### src/rtl/ps2_mouse_pkg.sv
// Shared types and constants for the PS/2 mouse packet decoder.
package ps2_mouse_pkg;

    typedef enum logic [1:0] {
        WAIT_B0 = 2'd0,
        WAIT_B1 = 2'd1,
        WAIT_B2 = 2'd2,
        UPDATE  = 2'd3
    } ps2_state_e;

    // Bit positions inside the first (status) byte of a packet
    localparam int BTN_L = 0;
    localparam int BTN_R = 1;
    localparam int BTN_M = 2;
    localparam int SYNC  = 3;
    localparam int XSIGN = 4;
    localparam int YSIGN = 5;
    localparam int XOVF  = 6;
    localparam int YOVF  = 7;

    // Default screen geometry and timeout
    localparam int DEF_SCREEN_W    = 640;
    localparam int DEF_SCREEN_H    = 480;
    localparam int DEF_POS_W       = 10;
    localparam int DEF_TIMEOUT_CYC = 200000;

    // Only the status fields the update actually consumes are kept
    typedef struct packed {
        logic       y_ovf;
        logic       x_ovf;
        logic       y_sign;
        logic       x_sign;
        logic [2:0] btn;     // {Middle, Right, Left}
    } ps2_status_t;

endpackage

### src/rtl/mouse_axis_clamp.sv
// One axis of cursor motion: applies a signed 9-bit delta to the current
// position and clamps the result to 0..max_pos. Purely combinational.
module mouse_axis_clamp
    import ps2_mouse_pkg::*;
#(
    parameter int POS_W = DEF_POS_W
) (
    input  logic [POS_W-1:0]  pos,
    input  logic signed [8:0] delta,
    input  logic              ovf,      // overflowed axis contributes no motion
    input  logic              invert,   // subtract the delta (PS/2 +Y is up, screen Y is down)
    input  logic [POS_W-1:0]  max_pos,
    output logic [POS_W-1:0]  next_pos
);

    localparam int SW = POS_W + 2;

    logic signed [SW-1:0] pos_s;
    logic signed [SW-1:0] delta_s;
    logic signed [SW-1:0] sum_s;
    logic signed [SW-1:0] max_s;

    // Widen to a signed range that cannot overflow, then saturate at both ends
    always_comb begin
        pos_s   = signed'({2'b00, pos});
        max_s   = signed'({2'b00, max_pos});
        delta_s = ovf ? '0 : signed'({{(SW-9){delta[8]}}, delta});
        sum_s   = invert ? (pos_s - delta_s) : (pos_s + delta_s);
        if (sum_s < 0) begin
            next_pos = '0;
        end else if (sum_s > max_s) begin
            next_pos = max_pos;
        end else begin
            next_pos = sum_s[POS_W-1:0];
        end
    end

endmodule

### src/rtl/ps2_mouse_decoder.sv
// PS/2 mouse packet decoder: assembles 3-byte packets from byte strobes,
// decodes buttons and keeps a clamped cursor position.
// Optional inter-byte timeout enabled by defining PS2_MOUSE_TIMEOUT_EN.
//
// state   | meaning
// WAIT_B0 | expecting status byte (bit 3 must be set)
// WAIT_B1 | status latched, expecting X byte
// WAIT_B2 | X latched, expecting Y byte
// UPDATE  | one cycle: apply motion/buttons; a byte arriving now is a new status byte
module ps2_mouse_decoder
    import ps2_mouse_pkg::*;
#(
    parameter int SCREEN_W    = DEF_SCREEN_W,
    parameter int SCREEN_H    = DEF_SCREEN_H,
    parameter int POS_W       = DEF_POS_W,
    parameter int TIMEOUT_CYC = DEF_TIMEOUT_CYC
) (
    input  logic             CLK,
    input  logic             Resetn,
    input  logic [7:0]       RxByte,
    input  logic             RxValid,
    input  logic             Recenter,
    output logic [POS_W-1:0] PosX,
    output logic [POS_W-1:0] PosY,
    output logic [2:0]       Buttons,
    output logic             PacketValid,
    output logic [7:0]       SyncErrCnt
);

    localparam logic [POS_W-1:0] CTR_X = POS_W'(SCREEN_W / 2);
    localparam logic [POS_W-1:0] CTR_Y = POS_W'(SCREEN_H / 2);
    localparam logic [POS_W-1:0] MAX_X = POS_W'(SCREEN_W - 1);
    localparam logic [POS_W-1:0] MAX_Y = POS_W'(SCREEN_H - 1);

    ps2_state_e       state_q, state_d, eff_state;
    ps2_status_t      status_q, status_d;
    logic [7:0]       xbyte_q, xbyte_d;
    logic [7:0]       ybyte_q, ybyte_d;
    logic [POS_W-1:0] pos_x_q, pos_x_d;
    logic [POS_W-1:0] pos_y_q, pos_y_d;
    logic [2:0]       buttons_q, buttons_d;
    logic             pkt_valid_q, pkt_valid_d;
    logic [7:0]       sync_err_q, sync_err_d;

    logic             timeout_hit;
    logic signed [8:0] dx, dy;
    logic [POS_W-1:0] next_x, next_y;

    assign dx = {status_q.x_sign, xbyte_q};
    assign dy = {status_q.y_sign, ybyte_q};

    mouse_axis_clamp #(.POS_W(POS_W)) u_clamp_x (
        .pos      (pos_x_q),
        .delta    (dx),
        .ovf      (status_q.x_ovf),
        .invert   (1'b0),
        .max_pos  (MAX_X),
        .next_pos (next_x)
    );

    mouse_axis_clamp #(.POS_W(POS_W)) u_clamp_y (
        .pos      (pos_y_q),
        .delta    (dy),
        .ovf      (status_q.y_ovf),
        .invert   (1'b1),
        .max_pos  (MAX_Y),
        .next_pos (next_y)
    );

`ifdef PS2_MOUSE_TIMEOUT_EN
    localparam int TW = $clog2(TIMEOUT_CYC + 1);

    logic [TW-1:0] tmo_cnt_q, tmo_cnt_d;
    logic          mid_packet;

    assign mid_packet  = (state_q == WAIT_B1) || (state_q == WAIT_B2);
    assign timeout_hit = mid_packet && (tmo_cnt_q == TW'(TIMEOUT_CYC));

    // Inter-byte timer: restarts on every byte, runs only between bytes of a packet
    always_comb begin
        tmo_cnt_d = tmo_cnt_q;
        if (RxValid || !mid_packet) begin
            tmo_cnt_d = '0;
        end else if (tmo_cnt_q != TW'(TIMEOUT_CYC)) begin
            tmo_cnt_d = tmo_cnt_q + 1'b1;
        end
    end

    // Timer register
    always_ff @(posedge CLK or negedge Resetn) begin
        if (!Resetn) begin
            tmo_cnt_q <= '0;
        end else begin
            tmo_cnt_q <= tmo_cnt_d;
        end
    end
`else
    assign timeout_hit = 1'b0;
`endif

    // Next-state, byte capture, packet update and recentre
    always_comb begin
        state_d     = state_q;
        status_d    = status_q;
        xbyte_d     = xbyte_q;
        ybyte_d     = ybyte_q;
        pos_x_d     = pos_x_q;
        pos_y_d     = pos_y_q;
        buttons_d   = buttons_q;
        pkt_valid_d = 1'b0;
        sync_err_d  = sync_err_q;
        eff_state   = state_q;

        // A timed-out partial packet is dropped; a coincident byte restarts framing
        if (timeout_hit) begin
            eff_state = WAIT_B0;
            state_d   = WAIT_B0;
        end

        if (state_q == UPDATE) begin
            buttons_d   = status_q.btn;
            pos_x_d     = next_x;
            pos_y_d     = next_y;
            pkt_valid_d = 1'b1;
            state_d     = WAIT_B0;
        end

        if (RxValid) begin
            case (eff_state)
                WAIT_B0, UPDATE: begin
                    if (RxByte[SYNC]) begin
                        status_d.btn    = {RxByte[BTN_M], RxByte[BTN_R], RxByte[BTN_L]};
                        status_d.x_sign = RxByte[XSIGN];
                        status_d.y_sign = RxByte[YSIGN];
                        status_d.x_ovf  = RxByte[XOVF];
                        status_d.y_ovf  = RxByte[YOVF];
                        state_d         = WAIT_B1;
                    end else if (sync_err_q != 8'hFF) begin
                        sync_err_d = sync_err_q + 8'd1;
                    end
                end
                WAIT_B1: begin
                    xbyte_d = RxByte;
                    state_d = WAIT_B2;
                end
                WAIT_B2: begin
                    ybyte_d = RxByte;
                    state_d = UPDATE;
                end
                default: state_d = WAIT_B0;
            endcase
        end

        // Recentre overrides any motion applied in the same cycle
        if (Recenter) begin
            pos_x_d = CTR_X;
            pos_y_d = CTR_Y;
        end
    end

    // State and output registers
    always_ff @(posedge CLK or negedge Resetn) begin
        if (!Resetn) begin
            state_q     <= WAIT_B0;
            status_q    <= '0;
            xbyte_q     <= '0;
            ybyte_q     <= '0;
            pos_x_q     <= CTR_X;
            pos_y_q     <= CTR_Y;
            buttons_q   <= '0;
            pkt_valid_q <= 1'b0;
            sync_err_q  <= '0;
        end else begin
            state_q     <= state_d;
            status_q    <= status_d;
            xbyte_q     <= xbyte_d;
            ybyte_q     <= ybyte_d;
            pos_x_q     <= pos_x_d;
            pos_y_q     <= pos_y_d;
            buttons_q   <= buttons_d;
            pkt_valid_q <= pkt_valid_d;
            sync_err_q  <= sync_err_d;
        end
    end

    assign PosX        = pos_x_q;
    assign PosY        = pos_y_q;
    assign Buttons     = buttons_q;
    assign PacketValid = pkt_valid_q;
    assign SyncErrCnt  = sync_err_q;

endmodule

### config.mk
export PLATFORM = sky130hd
export DESIGN_NAME = ps2_mouse_decoder
export DESIGN_NICKNAME = d
export VERILOG_FILES = /design/src/rtl/ps2_mouse_pkg.sv /design/src/rtl/mouse_axis_clamp.sv /design/src/rtl/ps2_mouse_decoder.sv
export SDC_FILE = /design/constraint.sdc
export NUM_CORES = 1
export LEC_CHECK = 0
export CAP_MARGIN = 25
export CORE_MARGIN = 5
export CORE_UTILIZATION = 40
export CTS_CLUSTER_DIAMETER = 40
export CTS_CLUSTER_SIZE = 25
export DETAILED_ROUTE_END_ITERATION = 10
export PLACE_DENSITY = 0.58
export SLEW_MARGIN = 20
export SYNTH_ARGS = -nofsm -noshare
export SYNTH_HDL_FRONTEND = slang
export SYNTH_SLANG_ARGS = --single-unit
### constraint.sdc
create_clock -name CLK -period 5.95 [get_ports CLK]
set_input_delay 0.8925 -clock CLK [delete_from_list [all_inputs] [get_ports CLK]]
set_output_delay 0.8925 -clock CLK [all_outputs]
set_load 0.05 [all_outputs]
Word level (Yosys, flattened, before mapping)
Index checks and enable logic that the tools add are counted.
{"block": "totals", "ff_bits": 57, "wordCells": 47, "out_inout_bits": 32}
{"block": "classes", "addsub": 3, "reduce_logical": 7, "magnitude_cmp": 4, "n_bitwise": 1, "n_eq_ne": 4, "mux": 15}
{"cell": "$mux 10", "count": 8}
{"cell": "$lt 12x1->1 const B", "count": 2}
{"cell": "$mux 12", "count": 2}
{"cell": "$add 11x12->12", "count": 1}
{"cell": "$gt 12x10->1 const B", "count": 1}
{"cell": "$gt 12x11->1 const B", "count": 1}
{"cell": "$sub 11x12->12", "count": 1}
{"cell": "$add 8x1->8 const B", "count": 1}
{"cell": "$ne 8x8->1 const B", "count": 1}
{"cell": "$mux 2", "count": 3}
{"cell": "$pmux 2 s3", "count": 1}
{"cell": "$eq 2x2->1 const B", "count": 2}
{"cell": "$reduce_and 2->1", "count": 2}
{"cell": "$reduce_and 4->1", "count": 1}
{"cell": "$reduce_and 3->1", "count": 1}
{"cell": "$eq 2x1->1 const B", "count": 1}
{"cell": "$logic_not 2->1", "count": 1}
{"cell": "$reduce_bool 2->1", "count": 1}
{"cell": "$reduce_or 2->1", "count": 1}
{"cell": "$mux 1", "count": 1}
{"cell": "$not 1->1", "count": 1}

Longest topological paths before layout
{"block": "logic_depth", "depth_word": 7, "ltp_mapped": 11, "depth_no_buf": 11}

Hierarchy
From an unflattened synthesis, not the netlist that was laid out.
{"block": "hier_totals", "hier_cells": 582, "area_unflattened_um2": 5216.3}
{"module": "ps2_mouse_decoder", "seq_area_each_um2": 1433.9, "area_per_inst_um2": 2412.3, "n_inst": 1, "cells_each": 180}
{"module": "mouse_axis_clamp (u_clamp_x)", "seq_area_each_um2": 0.0, "area_per_inst_um2": 1547.7, "n_inst": 1, "cells_each": 225}
{"module": "mouse_axis_clamp (u_clamp_y)", "seq_area_each_um2": 0.0, "area_per_inst_um2": 1256.2, "n_inst": 1, "cells_each": 177}

Least setup slack after synthesis
Ideal clock, no wire load.
{"block": "synth_path", "kind": "register to register", "start": "register pos_x_q[0], in the netlist PosX[0]", "end": "register pos_x_q[8], in the netlist PosX[8]", "setup_slack_ns": 3.001, "arrival_ns": 2.866, "path_buffers": 0, "synth_period_minus_slack_ns": 2.949, "path_stages_with_launch": 11, "t_required_ns": 5.866, "path_cell_list": "dfrtp_1 ha_1 inv_1 fa_1 nor2b_2 o31a_1 o2111ai_2 a2111oi_4 a41oi_2 and4_1 a221o_1"}
{"block": "synth_via", "elab_chain_len": 6, "elab_cells_between_ends": 7}
{"item": "from (decl)", "line_no": "ps2_mouse_decoder.sv:39", "rtl": "logic [POS_W-1:0] pos_x_q, pos_x_d;"}
{"item": "from (signal assigned)", "line_no": "ps2_mouse_decoder.sv:178", "rtl": "pos_x_q <= pos_x_d;"}
{"item": "$add 11x12->12 (*)", "line_no": "mouse_axis_clamp.sv:28", "rtl": "sum_s = invert ? (pos_s - delta_s) : (pos_s + delta_s);"}
{"item": "$gt 12x11->1", "line_no": "mouse_axis_clamp.sv:31", "rtl": "end else if (sum_s > max_s) begin"}
{"item": "$mux 10", "line_no": "mouse_axis_clamp.sv:31"}
{"item": "$mux 10 (*)", "line_no": "mouse_axis_clamp.sv:29", "rtl": "if (sum_s < 0) begin"}
{"item": "$mux 10 (*)", "line_no": "ps2_mouse_decoder.sv:120", "rtl": "if (state_q == UPDATE) begin"}
{"item": "$mux 10 (*)", "line_no": "ps2_mouse_decoder.sv:155", "rtl": "if (Recenter) begin"}
Every way passes the cells marked *; elsewhere a longest branch is shown, timed or not. The select of a mux whose other input is x is not followed.
A chain may end at the register's enable or synchronous reset.

Worst setup path in the final report
{"block": "layout_path", "start": "register status_q[5] (netlist bit)", "end": "register pos_x_q[8], in the netlist PosX[8]"}
{"block": "layout_via", "elab_chain_len": 7, "elab_cells_between_ends": 8}
{"item": "from (decl)", "line_no": "ps2_mouse_decoder.sv:36", "rtl": "ps2_status_t status_q, status_d;"}
{"item": "from (signal assigned)", "line_no": "ps2_mouse_decoder.sv:175", "rtl": "status_q <= status_d;"}
{"item": "$mux 12 (*)", "line_no": "mouse_axis_clamp.sv:27", "rtl": "delta_s = ovf ? '0 : signed'({{(SW-9){delta[8]}}, delta});"}
{"item": "$add 11x12->12 (*)", "line_no": "mouse_axis_clamp.sv:28"}
{"item": "$gt 12x11->1", "line_no": "mouse_axis_clamp.sv:31"}
{"item": "$mux 10", "line_no": "mouse_axis_clamp.sv:31"}
{"item": "$mux 10 (*)", "line_no": "mouse_axis_clamp.sv:29"}
{"item": "$mux 10 (*)", "line_no": "ps2_mouse_decoder.sv:120"}
{"item": "$mux 10 (*)", "line_no": "ps2_mouse_decoder.sv:155"}
Marked as above.

==> results.yml <==
run_status:
  status: "complete, no violations"
sta:
  fin_crit_ps: 3197
  hold_violations: 0
  fin_skew_ps: 8.605
  fin_setup_tns_ps: 0
  max_clock_freq_mhz: 312.8
  drv_slew: 0
  fin_crit_sh_pct: 53.73
  fin_ws_ps: 2753
  rsz0062_at_grt: "no"
  setup_viol: 0
  worst_pin_slew_ps: 748.4
  relSlewSlack_pct: 49.75
floorplanning:
  rows: 34
  core-area_um2: 8806
  initial_core_util_pct: 41.49
  die_area_um2: 11150
  die_w_um: 105.6
  ioPinCount: 44
  die_y_um: 105.6
setup_path:
  worstSetupPathType: "reg2reg"
  cp_slowest_cell: "dfrtp_1"
  cpPeakStageDelay_ps: 470
  path_max_fanout: 10
  start_kind: "flip-flop"
  required_ps: 6220
  crit_chain: "nor2b_1, ha_1, inv_1, fa_1, nor2b_2, o31a_1, o2111ai_2, a2111oi_4, a41oi_2, and4_1, a221o_1"
  crit_arrival_ps: 3460
  end_kind: "flip-flop"
  r2r_slack_ps: 2750
global_routing:
  grt_max_degree: 58
  grt.total_usage_pct: 16.73
  antenna_found_initial: 0
  first_global_vias: 3002
  grt_pass1_wl_mm: 15.39
  grt_overflow: 0
cts:
  cts_tree: "yes"
  clk_latency_ps: 340
  clkSinkCount: 57
  clk_pin_slew_ps: 70
  cts_resized: 0
  root_buffer: "clkbuf_8"
  clockBufferDepth: 2
  cts_made_buffers: 9
  post_cts_buffers: 0
  holdBufCountCts: 0
  h-tree-depth: 3
drt:
  wirelength_mm: 8.716
  ant_nets: 0
  wire_per_inst_um: 16.86
  drc: 0
  vias: 2873
  drt-initial-drc-count: 112
  via_per_inst: 5.557
  drtPass1Iterations: 4
layout:
  areaGrowthSynthToFinish_pct: 19.86
  fin_util_pct: 49.73
  num_antenna_cells: 0
  layout.nets: 446
  drive_gt1_share_pct: 14.43
synthesis:
  post-synth-top-area-cell: "dfrtp_1"
  syn_area_um2: 3654
  synth_edf_count: 0
  async_reset_ff_share_pct: 100.0
  synth_top_area_share_pct: 34.93
  synth_warnings: 0
  synthTopCellsByCount: "dfrtp_1, ha_1, mux2_2, a21oi_1, nand2_1"
  seq_area_frac_synth_pct: 39.25
  yosys_register_bits: 57
  avgSynthCellArea_um2: 10.35
  synth_cells: 353
  ys_types: 58
  synth-main-ff-cell: "dfrtp_1"
  synth.most_common_cell: "dfrtp_1"
  synth_top_cells_by_area: "dfrtp_1, ha_1, mux2_2, dfstp_2, xnor2_1"
  syn_nets: 395
placed_design:
  port_buffers: 43
  dp_slack_ps: 2752
  globalplace.congestion: 0.8219
  dp.final_hpwl_mm: 6.579
job:
  cap_violations: 0
min_path:
  min_path_type: "reg2reg"
[path summary, 6_finish.rpt]
path / to / depth (start not counted) / from
setup reg to reg: PosX[8]$_DFFE_PN1P_ / 11 / status_q[5]$_DFFE_PN0P_
hold reg to reg: ybyte_q[0]$_DFFE_PN0P_ / 1 / ybyte_q[0]$_DFFE_PN0P_
setup / recovery: PosX[8]$_DFFE_PN1P_ / 11 / status_q[5]$_DFFE_PN0P_
hold / removal: ybyte_q[0]$_DFFE_PN0P_ / 1 / ybyte_q[0]$_DFFE_PN0P_
min in group asynchronous: SyncErrCnt[4]$_DFFE_PN0P_ / 2 / Resetn
max in group asynchronous: xbyte_q[7]$_DFFE_PN0P_ / 2 / Resetn
[worst max-delay path: cells and delay by family (launching register included)]
| family | cells | cell delay, ps |
|---|---|---|
| AND/OR/NAND/NOR | 3 | 640 |
| buffers and inverters | 1 | 60 |
| adder cells (fa/ha/maj) | 2 | 600 |
| flip-flops | 1 | 470 |
| AO/OA/AOI/OAI | 5 | 1370 |
[per-layer routing]
layer	vias to the layer above	track usage, %	share of wire, %
met5	-	0	0
met4	0	5.365	1.2
met3	10	3.606	4.3
met2	67	25.18	45
met1	1393	24.04	50
li1	1403	-	-
[layout by cell type (no fill, tap or decap), types with 8 or more instances in the layout]
cell	n
a21oi_1	24
clkbuf_8	9
clkdlybuf4s50_1	42
dfrtp_1	51
ha_1	28
inv_1	17
mux2_2	27
nand2_1	20
nand2b_1	14
nor2_1	16
nor2b_1	13
nor3_1	8
o21ai_0	13
xnor2_1	17
[state kept, by name, indices dropped and copies added, names as in the netlist]
| signal | flops |
|---|---|
| PosX | 10 |
| PosY | 10 |
| SyncErrCnt | 8 |
| xbyte_q | 8 |
| ybyte_q | 8 |
| status_q | 5 |
| Buttons | 3 |
| eff_state | 2 |
| PacketValid | 1 |
| dx | 1 |
| dy | 1 |
[logic make-up after synthesis]
family                     count (synthesis)  share of synthesized area, %
and+or+nand+nor                           99                         14.52
adders and majority gates                 30                         10.69
DFF                                       57                         39.25
xor gates and xnor gates                  23                         5.514
AOI/OAI and AO/OA                         95                         19.42
buffers and inverters                     22                         2.294
muxes                                     27                         8.322
[per-stage QoR]
step	hold WS (ps)	instances	cell area, um2
5_1_grt	513.6	517	4379
3_3_place_gp	485.7	501	4209
2_1_floorplan	471.2	353	3654
4_1_cts	503.9	517	4379
3_5_place_dp	487.7	501	4209
6_report	501.4	517	4379
[cell type report]
class	count	area [um2]
clock buffer	9	123.9
clock inverter	7	46.29
fill	826	4427
inverter	17	63.81
multi-input combinational	274	2136
sequential	57	1434
tap	108	135.1
timing repair buffer	45	440.4
Power is left out: the tool's default activity adds up to more than one toggle a clock period on the data nets, which glitch-free logic cannot reach.
